==> config.mk <==
export PLATFORM = sky130hd
export DESIGN_NAME = alu_seq
export DESIGN_NICKNAME = d
export VERILOG_FILES = /design/src/rtl/alu_seq_pkg.sv /design/src/rtl/alu_cmd_fifo.sv /design/src/rtl/alu_seq.sv
export SDC_FILE = /design/constraint.sdc
export NUM_CORES = 1
export LEC_CHECK = 0
export CAP_MARGIN = 20
export CORE_UTILIZATION = 55
export CTS_CLUSTER_DIAMETER = 50
export DETAILED_ROUTE_END_ITERATION = 10
export GPL_TIMING_DRIVEN = 0
export PLACE_DENSITY = 0.84
export RECOVER_POWER = 50
export SYNTH_ARGS = -nofsm -noshare
export SYNTH_HDL_FRONTEND = slang
export SYNTH_HIERARCHICAL = 1
export SYNTH_SLANG_ARGS = --single-unit
==> constraint.sdc <==
create_clock -name clk -period 4.3 [get_ports clk]
set_input_delay 0.43 -clock clk [delete_from_list [all_inputs] [get_ports clk]]
set_output_delay 0.43 -clock clk [all_outputs]
set_load 0.05 [all_outputs]
==> src/rtl/alu_seq_pkg.sv <==
// alu_seq_pkg: opcodes, FSM states, command layout and constants shared by alu_seq and its bench.
package alu_seq_pkg;

    localparam int CMD_DATA_W = 8;
    localparam int CMD_TAG_W  = 4;

    // Result the ALU reports for a divide by zero; the sequencer never decides on it.
    localparam logic [2*CMD_DATA_W-1:0] ERROR_CODE = 16'hDEAD;

    typedef enum logic [2:0] {
        OP_NOP = 3'd0,
        OP_ADD = 3'd1,
        OP_SUB = 3'd2,
        OP_MUL = 3'd3,
        OP_DIV = 3'd4
    } op_e;

    typedef enum logic [1:0] {
        IDLE,
        EXEC,
        CAPT,
        RESP
    } state_e;

    typedef struct packed {
        logic [2:0]            oper;
        logic [CMD_DATA_W-1:0] a;
        logic [CMD_DATA_W-1:0] b;
        logic [CMD_TAG_W-1:0]  tag;
    } cmd_t;

    function automatic logic op_legal(input logic [2:0] op);
        return op <= 3'(OP_DIV);
    endfunction

endpackage

==> src/rtl/alu_cmd_fifo.sv <==
// alu_cmd_fifo: synchronous FIFO with pointer-wrap bit for full/empty.
// Ports: clk, reset (sync, active-high), push/wdata (write, ignored when full),
//        pop/rdata (head, advanced when not empty), full, empty.
module alu_cmd_fifo #(
    parameter int WIDTH = 8,
    parameter int DEPTH = 4
) (
    input  logic             clk,
    input  logic             reset,
    input  logic             push,
    input  logic [WIDTH-1:0] wdata,
    input  logic             pop,
    output logic [WIDTH-1:0] rdata,
    output logic             full,
    output logic             empty
);

    localparam int AW = $clog2(DEPTH);

    logic [WIDTH-1:0] mem [DEPTH];
    logic [AW:0]      wptr;
    logic [AW:0]      rptr;

    assign empty = wptr == rptr;
    assign full  = (wptr[AW] != rptr[AW]) && (wptr[AW-1:0] == rptr[AW-1:0]);
    assign rdata = mem[rptr[AW-1:0]];

    always_ff @(posedge clk) begin
        if (reset) begin
            wptr <= '0;
            rptr <= '0;
        end else begin
            if (push && !full)
                wptr <= wptr + 1'b1;
            if (pop && !empty)
                rptr <= rptr + 1'b1;
        end
    end

    always_ff @(posedge clk) begin
        if (push && !full)
            mem[wptr[AW-1:0]] <= wdata;
    end

endmodule

==> src/rtl/alu_seq.sv <==
// alu_seq: buffers ALU commands, issues each as a one-cycle execute pulse and returns the result.
// Ports: clk, reset (sync, active-high);
//        cmd_valid/cmd_ready/cmd_oper/cmd_a/cmd_b/cmd_tag  command stream in;
//        alu_execute/alu_oper/alu_a/alu_b/alu_res          ALU issue and registered result;
//        rsp_valid/rsp_ready/rsp_data/rsp_tag/rsp_err      response stream out;
//        ops_done/err_count                                 statistics.
// Build option: define ALU_SEQ_STATS_EN to enable the saturating statistics counters;
// otherwise ops_done and err_count are tied to zero.
module alu_seq
    import alu_seq_pkg::*;
#(
    parameter int DATA_WIDTH = CMD_DATA_W,
    parameter int TAG_WIDTH  = CMD_TAG_W,
    parameter int FIFO_DEPTH = 4
) (
    input  logic                    clk,
    input  logic                    reset,
    input  logic                    cmd_valid,
    output logic                    cmd_ready,
    input  logic [2:0]              cmd_oper,
    input  logic [DATA_WIDTH-1:0]   cmd_a,
    input  logic [DATA_WIDTH-1:0]   cmd_b,
    input  logic [TAG_WIDTH-1:0]    cmd_tag,
    output logic                    alu_execute,
    output logic [2:0]              alu_oper,
    output logic [DATA_WIDTH-1:0]   alu_a,
    output logic [DATA_WIDTH-1:0]   alu_b,
    input  logic [2*DATA_WIDTH-1:0] alu_res,
    output logic                    rsp_valid,
    input  logic                    rsp_ready,
    output logic [2*DATA_WIDTH-1:0] rsp_data,
    output logic [TAG_WIDTH-1:0]    rsp_tag,
    output logic                    rsp_err,
    output logic [15:0]             ops_done,
    output logic [15:0]             err_count
);

    cmd_t   wcmd;
    cmd_t   head;
    logic   fifo_full;
    logic   fifo_empty;
    logic   pop;
    logic   bypass;
    state_e state;
    state_e state_nx;

    assign wcmd        = '{oper: cmd_oper, a: cmd_a, b: cmd_b, tag: cmd_tag};
    assign cmd_ready   = !fifo_full;
    assign alu_execute = state == EXEC;
    assign rsp_valid   = state == RESP;

    alu_cmd_fifo #(
        .WIDTH($bits(cmd_t)),
        .DEPTH(FIFO_DEPTH)
    ) u_fifo (
        .clk  (clk),
        .reset(reset),
        .push (cmd_valid && cmd_ready),
        .wdata(wcmd),
        .pop  (pop),
        .rdata(head),
        .full (fifo_full),
        .empty(fifo_empty)
    );

    // Illegal opcodes skip EXEC but still pass through CAPT, so they answer
    // one cycle sooner than a legal command and never pulse the ALU.
    always_comb begin
        pop      = 1'b0;
        state_nx = state;
        case (state)
            IDLE: if (!fifo_empty) begin
                pop      = 1'b1;
                state_nx = op_legal(head.oper) ? EXEC : CAPT;
            end
            EXEC:    state_nx = CAPT;
            CAPT:    state_nx = RESP;
            RESP:    state_nx = rsp_ready ? IDLE : RESP;
            default: state_nx = IDLE;
        endcase
    end

    always_ff @(posedge clk) begin
        if (reset) begin
            state    <= IDLE;
            bypass   <= 1'b0;
            alu_oper <= '0;
            alu_a    <= '0;
            alu_b    <= '0;
            rsp_data <= '0;
            rsp_tag  <= '0;
            rsp_err  <= 1'b0;
        end else begin
            state <= state_nx;
            if (pop) begin
                rsp_tag <= head.tag;
                bypass  <= !op_legal(head.oper);
                // ALU operands only change when a command is actually issued.
                if (op_legal(head.oper)) begin
                    alu_oper <= head.oper;
                    alu_a    <= head.a;
                    alu_b    <= head.b;
                end
            end
            if (state == CAPT) begin
                rsp_data <= bypass ? '0 : alu_res;
                rsp_err  <= bypass || (alu_oper == OP_DIV && alu_b == '0);
            end
        end
    end

`ifdef ALU_SEQ_STATS_EN
    logic rsp_fire;

    assign rsp_fire = rsp_valid && rsp_ready;

    always_ff @(posedge clk) begin
        if (reset) begin
            ops_done  <= '0;
            err_count <= '0;
        end else if (rsp_fire) begin
            ops_done  <= (ops_done == 16'hFFFF) ? ops_done : ops_done + 16'd1;
            err_count <= (!rsp_err || err_count == 16'hFFFF) ? err_count : err_count + 16'd1;
        end
    end
`else
    assign ops_done  = '0;
    assign err_count = '0;
`endif

endmodule
# Yosys cells after proc, flatten, opt, wreduce, memory -nomap -nowiden
# Memory sizes are Yosys's and may differ from the RTL's. A register that Yosys moved wholly into a read port is not among the register bits.
# Cells that the tools add are included.
dict set report totals {
  reg_bits 49
  n_memories 1
  out_inout_bits 75
  ramBits 92
}
dict set report op_classes {
  addsub 2
  n_lt_le_gt_ge 1
  n_reduce_logical 12
  mux 11
  eq_ne 8
}
# memory depth word_bits read_ports rd_ports_with_merged_regs wr line_no
set mem_list {}
lappend mem_list {u_fifo.mem 4 23 1 1 1 alu_cmd_fifo.sv:20} ;# logic [WIDTH-1:0] mem [DEPTH];
# operator count
set ops {}
lappend ops {{$mux W16} 1}
lappend ops {{$mux W2} 5}
lappend ops {{$logic_not A8 Y1} 1}
lappend ops {{$pmux W2 S4} 1}
lappend ops {{$add A3 B1 Y3 const B} 2}
lappend ops {{$logic_and A1 B1 Y1} 5}
lappend ops {{$eq A2 B2 Y1 const B} 2}
lappend ops {{$mux W1} 4}
lappend ops {{$eq A3 B3 Y1} 1}
lappend ops {{$eq A3 B3 Y1 const B} 1}
lappend ops {{$le A3 B3 Y1 const B} 1}
lappend ops {{$logic_not A1 Y1} 3}
lappend ops {{$eq A2 B1 Y1 const B} 1}
lappend ops {{$eq A2 B2 Y1} 1}
lappend ops {{$logic_not A2 Y1} 1}
lappend ops {{$ne A2 B2 Y1 const B} 1}
lappend ops {{$reduce_and A2 Y1} 1}
lappend ops {{$logic_or A1 B1 Y1} 1}
lappend ops {{$ne A1 B1 Y1} 1}

# Longest topological paths before layout
# Gate-level depths: netlist (run 1).
dict set report logic_depth {
  ltp_word 7
  depth_mapped 9
}

# Cells and area by module
# Netlist (run 1), hierarchy kept.
# mod cells_each instances area_per_inst_um2 seq_area_each_um2
set by_module_without_submodules {}
lappend by_module_without_submodules {alu_cmd_fifo 188 1 3887.5 2922.8}
lappend by_module_without_submodules {alu_seq 232 1 2070.7 860.8}

# Least setup slack after synthesis (run 1)
# OpenSTA, ideal clock, no wires.
dict set report synth_timing {
  kind {reg-to-reg}
  startpoint {register u_fifo.rptr[1]}
  endpoint {memory u_fifo/mem[3][0] (netlist name) (enable)}
  path_buffers 1
  period_less_slack_ns 2.900
  arrival_time_ns 2.483
  path_stages_with_launch 8
  required_ns 3.883
  setup_slack_ns 1.400
  setup_time_ns 0.417
  cell_sequence {dfxtp_1 -> clkbuf_4 -> xnor2_1 -> nand2_1 -> nor2_1 -> nor2b_1 -> nand2_1 -> a31oi_1}
}
dict set report synth_between {
  elab_chain_len 7
}
# item line_no
set synth_rtl {}
lappend synth_rtl {{from (decl)} alu_cmd_fifo.sv:22} ;# logic [AW:0] rptr;
lappend synth_rtl {{from (signal assigned)} alu_cmd_fifo.sv:36} ;# rptr <= rptr + 1'b1;
lappend synth_rtl {{$eq A2 B2 Y1 *} alu_cmd_fifo.sv:25} ;# assign full = (wptr[AW] != rptr[AW]) && (wptr[AW-1:0] == rptr[AW-1:0]);
lappend synth_rtl {{$logic_and A1 B1 Y1 *} alu_cmd_fifo.sv:25}
lappend synth_rtl {{named net fifo_full} alu_seq.sv:40} ;# logic fifo_full;
lappend synth_rtl {{$logic_not A1 Y1 *} {alu_cmd_fifo.sv:41, alu_seq.sv:48}}
lappend synth_rtl {{$logic_and A1 B1 Y1} alu_seq.sv:58} ;# .push (cmd_valid && cmd_ready),
lappend synth_rtl {{$logic_and A1 B1 Y1 *} alu_cmd_fifo.sv:41} ;# if (push && !full)
lappend synth_rtl {{$mux W1 *} alu_cmd_fifo.sv:41}
lappend synth_rtl {{$mux W1 (implied by the code) *} alu_cmd_fifo.sv:42} ;# mem[wptr[AW-1:0]] <= wdata;
lappend synth_rtl {{to (decl)} alu_cmd_fifo.sv:20}
# Mark *: on every way through the listed nets, which the timed path passes. The rest lies on a longest branch.

# Worst setup path after layout (run 1)
dict set report layout_timing {
  startpoint {register u_fifo.wptr[1]}
  endpoint {output port cmd_ready}
}
dict set report layout_between {
  elab_chain_len 3
}
# item line_no
set layout_rtl {}
lappend layout_rtl {{from (decl)} alu_cmd_fifo.sv:21} ;# logic [AW:0] wptr;
lappend layout_rtl {{from (signal assigned)} alu_cmd_fifo.sv:34} ;# wptr <= wptr + 1'b1;
lappend layout_rtl {{$eq A2 B2 Y1} alu_cmd_fifo.sv:25}
lappend layout_rtl {{$logic_and A1 B1 Y1} alu_cmd_fifo.sv:25}
lappend layout_rtl {{named net fifo_full} alu_seq.sv:40}
lappend layout_rtl {{$logic_not A1 Y1} alu_seq.sv:48} ;# assign cmd_ready = !fifo_full;
lappend layout_rtl {{to (decl)} alu_seq.sv:19} ;# output logic cmd_ready,
# The timed path passes the listed nets, and every way through them passes these cells.

==> summary.md, run 1 <==
| Metric | Value |
|---|---|
| Combinational share of power | 0.377 |
| Worst hold stages | 2 |
| Pwr dens | between 600 and 700 nW/um^2 |
| Utilization of the core after routing | 0.749 |
| Via-per-instance ratio | 5.67 |
| Fraction of registers with async set/reset | 0 |
| Worst slew margin | 0.491 |
| Fin area | 7800 um^2 |
| Internal | approximately 3.3 mW |
| CP Class | reg2out |
| Vias in the first global route | 3,982 |
| R2R depth | 9 |
| Largest net degree at the start of global routing | 24 |
| Die area | 11,300 um^2 |
| Sw Pwr | 2.06 mW |
| DIE WIDTH | 106 um |
| Flop pwr share | 0.356 |
| Post-synthesis area per instance | approximately 14 um^2 |
| Via count | 4,013 |
| Count of cell types in the netlist | 47 |
| EDFF count, synth | 92 |
| Core Rows | 37 |
| # resized after CTS | 0 |
| Tightest Pin Transition | roughly 760 ps |
| Ant. Diodes | 0 |
| Min Tclk post-route | 3250 ps |
| GRT Total Usage | 0.249 |
| DRT iter0 DRCs | 424 |
| Leakage Power | 2.84 nW |
| Worst VDD drop | 0.000527 V |
| Share of post-route cells with drive strength above 1 | 0.205 |
| Yosys Warn Count | 6 |
| GPL Wtd Cong | a little over 0.8 |
| First-pass GRT wire length | between 20,000 and 25,000 um |
| Post-layout nets | 607 |
| Reg-to-reg startpoint | u_fifo/wptr[1] |
| TritonCTS Buffers | 17 |
| Synthesized area | 5960 um^2 |
| Final worst-path cycle share | 0.757 |
| Worst Hold End | rsp_data[5] |
| Die Span Y | 106 um |
| # setup viols final | 0 |
| Clk slew on worst S/H paths | approximately 70 ps |
| Root Buffer | clkbuf_8 |
| Per-cell routed wire length | 18.6 um |
| Pre-Repair DR Iteration Count | 5 |
| Clock Latency Late Sink | 520 ps |
| Sw Share | 0.384 |
| Initial antenna violation count | 0 |
| Hold buffers post-CTS | 0 |
| Max-Cap Viols | 0 |
| Worst hold path class | reg2reg |
| Htree depth | 4 |
| #FFs+latches synth | 143 |
| Max Freq | 307 MHz |
| P&R area growth vs syn | 31.0% |
| Area after DPL | roughly 7200 um^2 |
| Worst setup EP type | output pin |
| Grt ovf | 0 |
| Synthesized instance count | 420 |
| Routed Antenna Nets | 0 |
| Initial core utilization | 0.572 |
| Setup TNS | 0 ps |
| Clock Tree Buf Depth | 2 |
| Crit path required time | slightly below 4000 ps |
| RSZ-0062 raised after global routing | false |
| Fin. max-slew vios | 0 |
| Sequential fraction of the synthesis area | 0.635 |
| Min-delay src | rsp_data[5] |
| Status | finished, final reports clean |
| Main flop type after synthesis | edfxtp_1 |
| DRC | 0 |
| CP Launch Type | flip-flop |
| Boundary Pins | 118 |
| R2r setup slk | 1410 ps |
| Core area | around 10,000 um^2 |
| IO Port Bufs | 85 |
| DRT Wirelength | roughly 13,000 um |
| Hold Fails Final Rpt | 0 |
| Worst Skew | 12.0 ps |
| Worst EP arrival | about 2800 ps |
| # clock sinks | 143 |
| Clock power share | 0.267 |
| Crit Path Max Fanout | 7 |
| TritonCTS clock tree | yes |
| HPWL after detailed placement | 8670 um |
| Number of buffers added for setup after CTS | 0 |
## cell type report
type	count	area, um^2
plain buffers	59	395
clock buffers	22	507
clock inverters	10	86.3
fillers	616	2610
inverters	5	18.8
multi-input cells	244	1890
flip-flops and latches	143	3780
well taps	136	170
repair buffers	89	953
## through the flow
stage / worst slack, ps / cells / hold WS [ps] / total power [mW]
2_1_floorplan: 1400 / 451 / 494 / 3.30
5_1_grt: 873 / 708 / 469 / 5.58
4_1_cts: 1030 / 708 / 454 / 5.41
6_report: 1050 / 708 / 448 / 5.36
3_5_place_dp: 1530 / 676 / 446 / 3.96
3_3_place_gp: 232 / 672 / 440 / 3.84
## sequential cells by signal (all words and copies together), names as in the netlist, 2 cells and up, named ones only
name	count
rsp_data	16
alu_oper	3
u_fifo/wptr	3
alu_a	8
alu_b	8
rsp_tag	4
u_fifo/mem	92
u_fifo/rptr	3
state	2
## cells in the mapped netlist, drive strengths merged, types with 3 or more instances
library cell	n	share of area
nor3b	4	0.0050
mux4	23	0.087
o21ai	21	0.023
nand4b	16	0.024
nor3	5	0.0061
edfxtp	92	0.46
buf	50	0.059
nand2b	17	0.018
xnor2	3	0.0044
clkbuf	9	0.0080
and2	5	0.0052
nand3b	17	0.021
mux2i	4	0.0067
o211ai	5	0.0063
nand3	3	0.0025
nand2	22	0.014
nor2	13	0.0082
nor2b	3	0.0032
xor2	3	0.0044
a21oi	21	0.018
inv	5	0.0032
a31oi	5	0.0052
ha	5	0.010
dfxtp	51	0.17
## routing by layer
layer,GRT usage,part of all wire,up-vias
li1,-,-,1803
met1,0.295,0.39,1941
met2,0.427,0.51,229
met3,0.0582,0.075,40
met4,0.121,0.030,0
met5,0,0,-
## power groups by stage
| stage | Clock [mW] | Combinational, mW | Sequential, mW |
|---|---|---|---|
| after floorplan | 0 | 0.972 | 2.33 |
| after global placement | 0 | 1.92 | 1.92 |
| after detailed placement | 0 | 2.03 | 1.93 |
| after CTS | 1.44 | 2.05 | 1.91 |
| after global routing | 1.50 | 2.14 | 1.94 |
| final | 1.43 | 2.02 | 1.91 |
## cells in the final DEF (no fill, tap or decap), types with 5 or more instances in the layout
master / synthesis / layout
nand2_1: 22 / 22
dfxtp_1: 51 / 51
mux4_2: 23 / 23
o21ai_0: 12 / 12
buf_2: 11 / 8
clkbuf_16: 0 / 19
dlygate4sd3_1: 0 / 54
nand3b_1: 17 / 17
buf_4: 35 / 35
o211ai_1: 5 / 5
conb_1: 1 / 32
edfxtp_1: 92 / 92
ha_1: 5 / 5
nand4b_1: 16 / 16
clkbuf_1: 7 / 11
nor2_1: 13 / 13
a21oi_1: 21 / 21
inv_1: 5 / 5
o21ai_2: 9 / 9
clkdlybuf4s50_1: 0 / 31
nand2b_1: 17 / 17
## logic make-up (layout without fill, tap and decap cells)
group	after synthesis	after routing	synth area share
flip-flops	143	143	0.635
AND/OR/NAND/NOR	113	113	0.116
buffers and inverters	64	185	0.0701
AO/OA/AOI/OAI	61	61	0.0653
multiplexers	27	27	0.0937
XOR/XNOR	6	6	0.00882
adder cells (fa/ha/maj)	5	5	0.0105
other	1	32	0.000629
## worst max-delay path, cell delays in order, from the launching register on
cell             delay [ps]
dfxtp_1                 350
buf_6                   150
xnor2_1                 560
nand2_1                 290
nor2_1                  210
inv_1                    50
clkdlybuf4s50_1         690
## worst max path at each step
stage,from,endpoint,depth (start not counted)
global route,u_fifo/wptr[0],cmd_ready,5
global placement,u_fifo/wptr[0],u_fifo/mem[3][8],6
finish,u_fifo/wptr[1],cmd_ready,6
detailed placement,u_fifo/wptr[0],u_fifo/mem[0][7],8
floorplan,u_fifo/rptr[1],u_fifo/mem[3][0],7
CTS,u_fifo/wptr[1],cmd_ready,6
Note: power is estimated with default switching activity, not from simulation.
==> run 2: changes to the inputs <==
CORE_UTILIZATION = 47   (was 55)
PLACE_DENSITY = 0.77   (was 0.84)
clock period = 2.69 ns   (was 4.3 ns; I/O delays follow)
==> run 2 against run 1 <==
  * Critical path depth rose by 1
  * Register-to-register slack got worse by 1300 ps
  * Routed wire length rose by 0.79%
  * Power rose by 61%
  * Combinational power rose by 59%
  * Hold slack got worse by 8.3 ps
  * Clock power rose by 64%
==> summary.md, run 2 (synthesis results as in run 1) <==
| Metric | Value |
|---|---|
| Status | finished, final reports clean |
| Tightest Pin Transition | 1010 ps (+252 ps) |
| # setup viols final | 0 (unchanged) |
| Share of post-route cells with drive strength above 1 | 0.221 (+0.0161) |
| R2R depth | 7 (-2) |
| TritonCTS clock tree | yes |
| RSZ-0062 raised after global routing | false |
| Max-Cap Viols | 0 (unchanged) |
| Per-cell routed wire length | 18.0 um (-3.4%) |
| DRT iter0 DRCs | 253 (-40%) |
| Clock Tree Buf Depth | 2 (unchanged) |
| Pwr dens | 1100 nW/um^2 (+59%) |
| Commonest non-fill, non-tap cell in the layout | edfxtp_1 |
| Ant. Diodes | 0 (unchanged) |
| Clock Latency Late Sink | 410 ps (-110 ps) |
| Reg2Reg Capture Point | u_fifo/mem[3][4] |
| Grt ovf | 0 (unchanged) |
| Leakage Power | 2.82 nW (-0.74%) |
| Min Tclk post-route | 2580 ps |
| Crit Path Max Fanout | 23 (+16) |
| Worst VDD drop | 0.000519 V (-1.4%) |
| Core Rows | 40 (+8.1%) |
| IO Port Bufs | 85 (unchanged) |
| Reg-to-reg startpoint | u_fifo/rptr[1] |
| Worst hold stages | 3 (+1) |
| Largest net degree at the start of global routing | 24 (unchanged) |
| GRT Total Usage | 0.208 (-0.0404) |
| Number of buffers added for setup after CTS | 0 (unchanged) |
| Internal | 5.39 mW (+63%) |
| Sw Pwr | 3.22 mW (+56%) |
| Crit path required time | 2720 ps (-1150 ps) |
| Initial core utilization | 0.490 (-0.0821) |
| GPL Wtd Cong | 0.772 (-6.1%) |
| Worst hold path class | in2reg |
| Setup TNS | 0 ps (unchanged) |
| Max reg flops | 92 (unchanged) |
| Htree depth | 4 (unchanged) |
| Fin. max-slew vios | 0 (unchanged) |
| Vias in the first global route | 3,780 (-5.1%) |
| Pre-Repair DR Iteration Count | 4 (-1) |
| First-pass GRT wire length | 20,100 um (-3.4%) |
| Worst Skew | 10.4 ps (-1.61 ps) |
| Clock power share | 0.273 (+0.006) |
| Combinational share of power | 0.374 (-0.003) |
| Worst slew margin | 0.327 (-0.164) |
| Final worst-path cycle share | 0.958 |
| CP startpoint | u_fifo/rptr[1] |
| R2r setup slk | 110 ps (-1300 ps) |
| Initial antenna violation count | 0 (unchanged) |
| Worst EP arrival | 2600 ps (-220 ps) |
| Clk slew on worst S/H paths | 60 ps (about the same) |
| HPWL after detailed placement | 9080 um (+4.7%) |
| Pwr Total | 8.62 mW (+61%) |
| CP Launch Type | flip-flop |
| Die Span Y | 115 um (+8.0%) |
| DRC | 0 (unchanged) |
| # clock sinks | 143 (unchanged) |
| Die area | 13,100 um^2 (+17%) |
| Commonest non-fill, non-tap cells in the layout | 92 x edfxtp_1, 54 x dlygate4sd3_1, 50 x dfxtp_1 |
| TritonCTS Buffers | 17 (unchanged) |
| P&R area growth vs syn | 31.9% |
| Flop pwr share | 0.353 (-0.003) |
| DRT Wirelength | 13,300 um (+0.79%) |
| Worst setup EP type | flip-flop |
| Sw Share | 0.374 (-0.0103) |
| Crit path to | u_fifo/mem[3][4] |
| Core area | 12,200 um^2 (+17%) |
| Routed Antenna Nets | 0 (unchanged) |
| Hold buffers post-CTS | 0 (unchanged) |
| CP Class | reg2reg |
| DIE WIDTH | 115 um (+8.0%) |
| Placed Instances | 707 (+4.6%) |
| Root Buffer | clkbuf_16 |
| Hold Fails Final Rpt | 0 (unchanged) |
| Max Freq | 388 MHz |
| Layout Cells excl Fill | 739 (+4.4%) |
| Post-layout nets | 606 (-0.16%) |
| Boundary Pins | 118 (unchanged) |
| Via-per-instance ratio | 5.20 (-8.2%) |
| Via count | 3,846 (-4.2%) |
run 2: cell types whose count changed in the layout (fill, tap and decap cells not counted), sizes merged:
cell           change
clkdlybuf4s50      -1
inv                -5
clkinv             +1
bufinv             +3
dlymetal6s2s       +1
buf                -2
clkbuf             -2
clkinvlp           +4
run 2: power groups by stage:
stage	combinational (mW)	sequential, mW	clock [mW]
2_1_floorplan	1.56	3.72	0
3_3_place_gp	3.10	3.07	0
3_5_place_dp	3.23	3.08	0
4_1_cts	3.26	3.05	2.37
5_1_grt	3.40	3.09	2.48
6_report	3.22	3.04	2.35
run 2: how the worst min path moves through the flow:
stage | slack [ps] | from | to
finish | 440 | alu_res[6] | rsp_data[6]
global route | 430 | alu_res[9] | rsp_data[9]
CTS | 420 | alu_res[6] | rsp_data[6]
detailed placement | 440 | rsp_data[4] | rsp_data[4]
global placement | 440 | rsp_data[6] | rsp_data[6]
floorplan | 370 | cmd_tag[0] | u_fifo/mem[0][0]
run 2: cell type report:
| type | instances | area (um^2) |
|---|---|---|
| fillers | 857 | 4300 |
| clock buffers | 19 | 433 |
| repair buffers | 88 | 911 |
| inverters | 5 | 18.8 |
| plain buffers | 59 | 397 |
| multi-input cells | 244 | 1940 |
| clock inverters | 13 | 164 |
| flip-flops and latches | 143 | 3780 |
| well taps | 168 | 210 |
run 2: metrics by stage:
stage	hold slack [ps]	utilization	worst slack (ps)	cell area (um^2)
after floorplan	368	-	235	6080
after global placement	440	0.587	-576	7140
after detailed placement	443	0.593	-309	7210
after CTS	422	0.644	8.45	7830
after global routing	429	0.646	8.56	7860
final	439	0.646	112	7860
run 2: worst max-delay path, stage by stage, from the launching register on:
cell and delay, ps:
dfxtp_1 320, clkbuf_4 170, xnor2_2 210, nand2_1 190, nor2_1 90, nor2b_2 250
nand2_2 130, a31oi_4 800
run 2: per-layer routing:
metal  track usage  wire [um]  vias to the layer above
met4        0.0736        171                        0
met3        0.0598        842                       17
li1              -          -                     1797
met1         0.253       5560                     1870
met5             0          0                        -
met2         0.355       6720                      162
run 2: what timing repair did:
item	CTS	global route
gates resized for setup	6	11
hold endpoints to repair	0	0
endpoints found under the setup margin	95	61
pin swaps	0	0
gates cloned	0	0
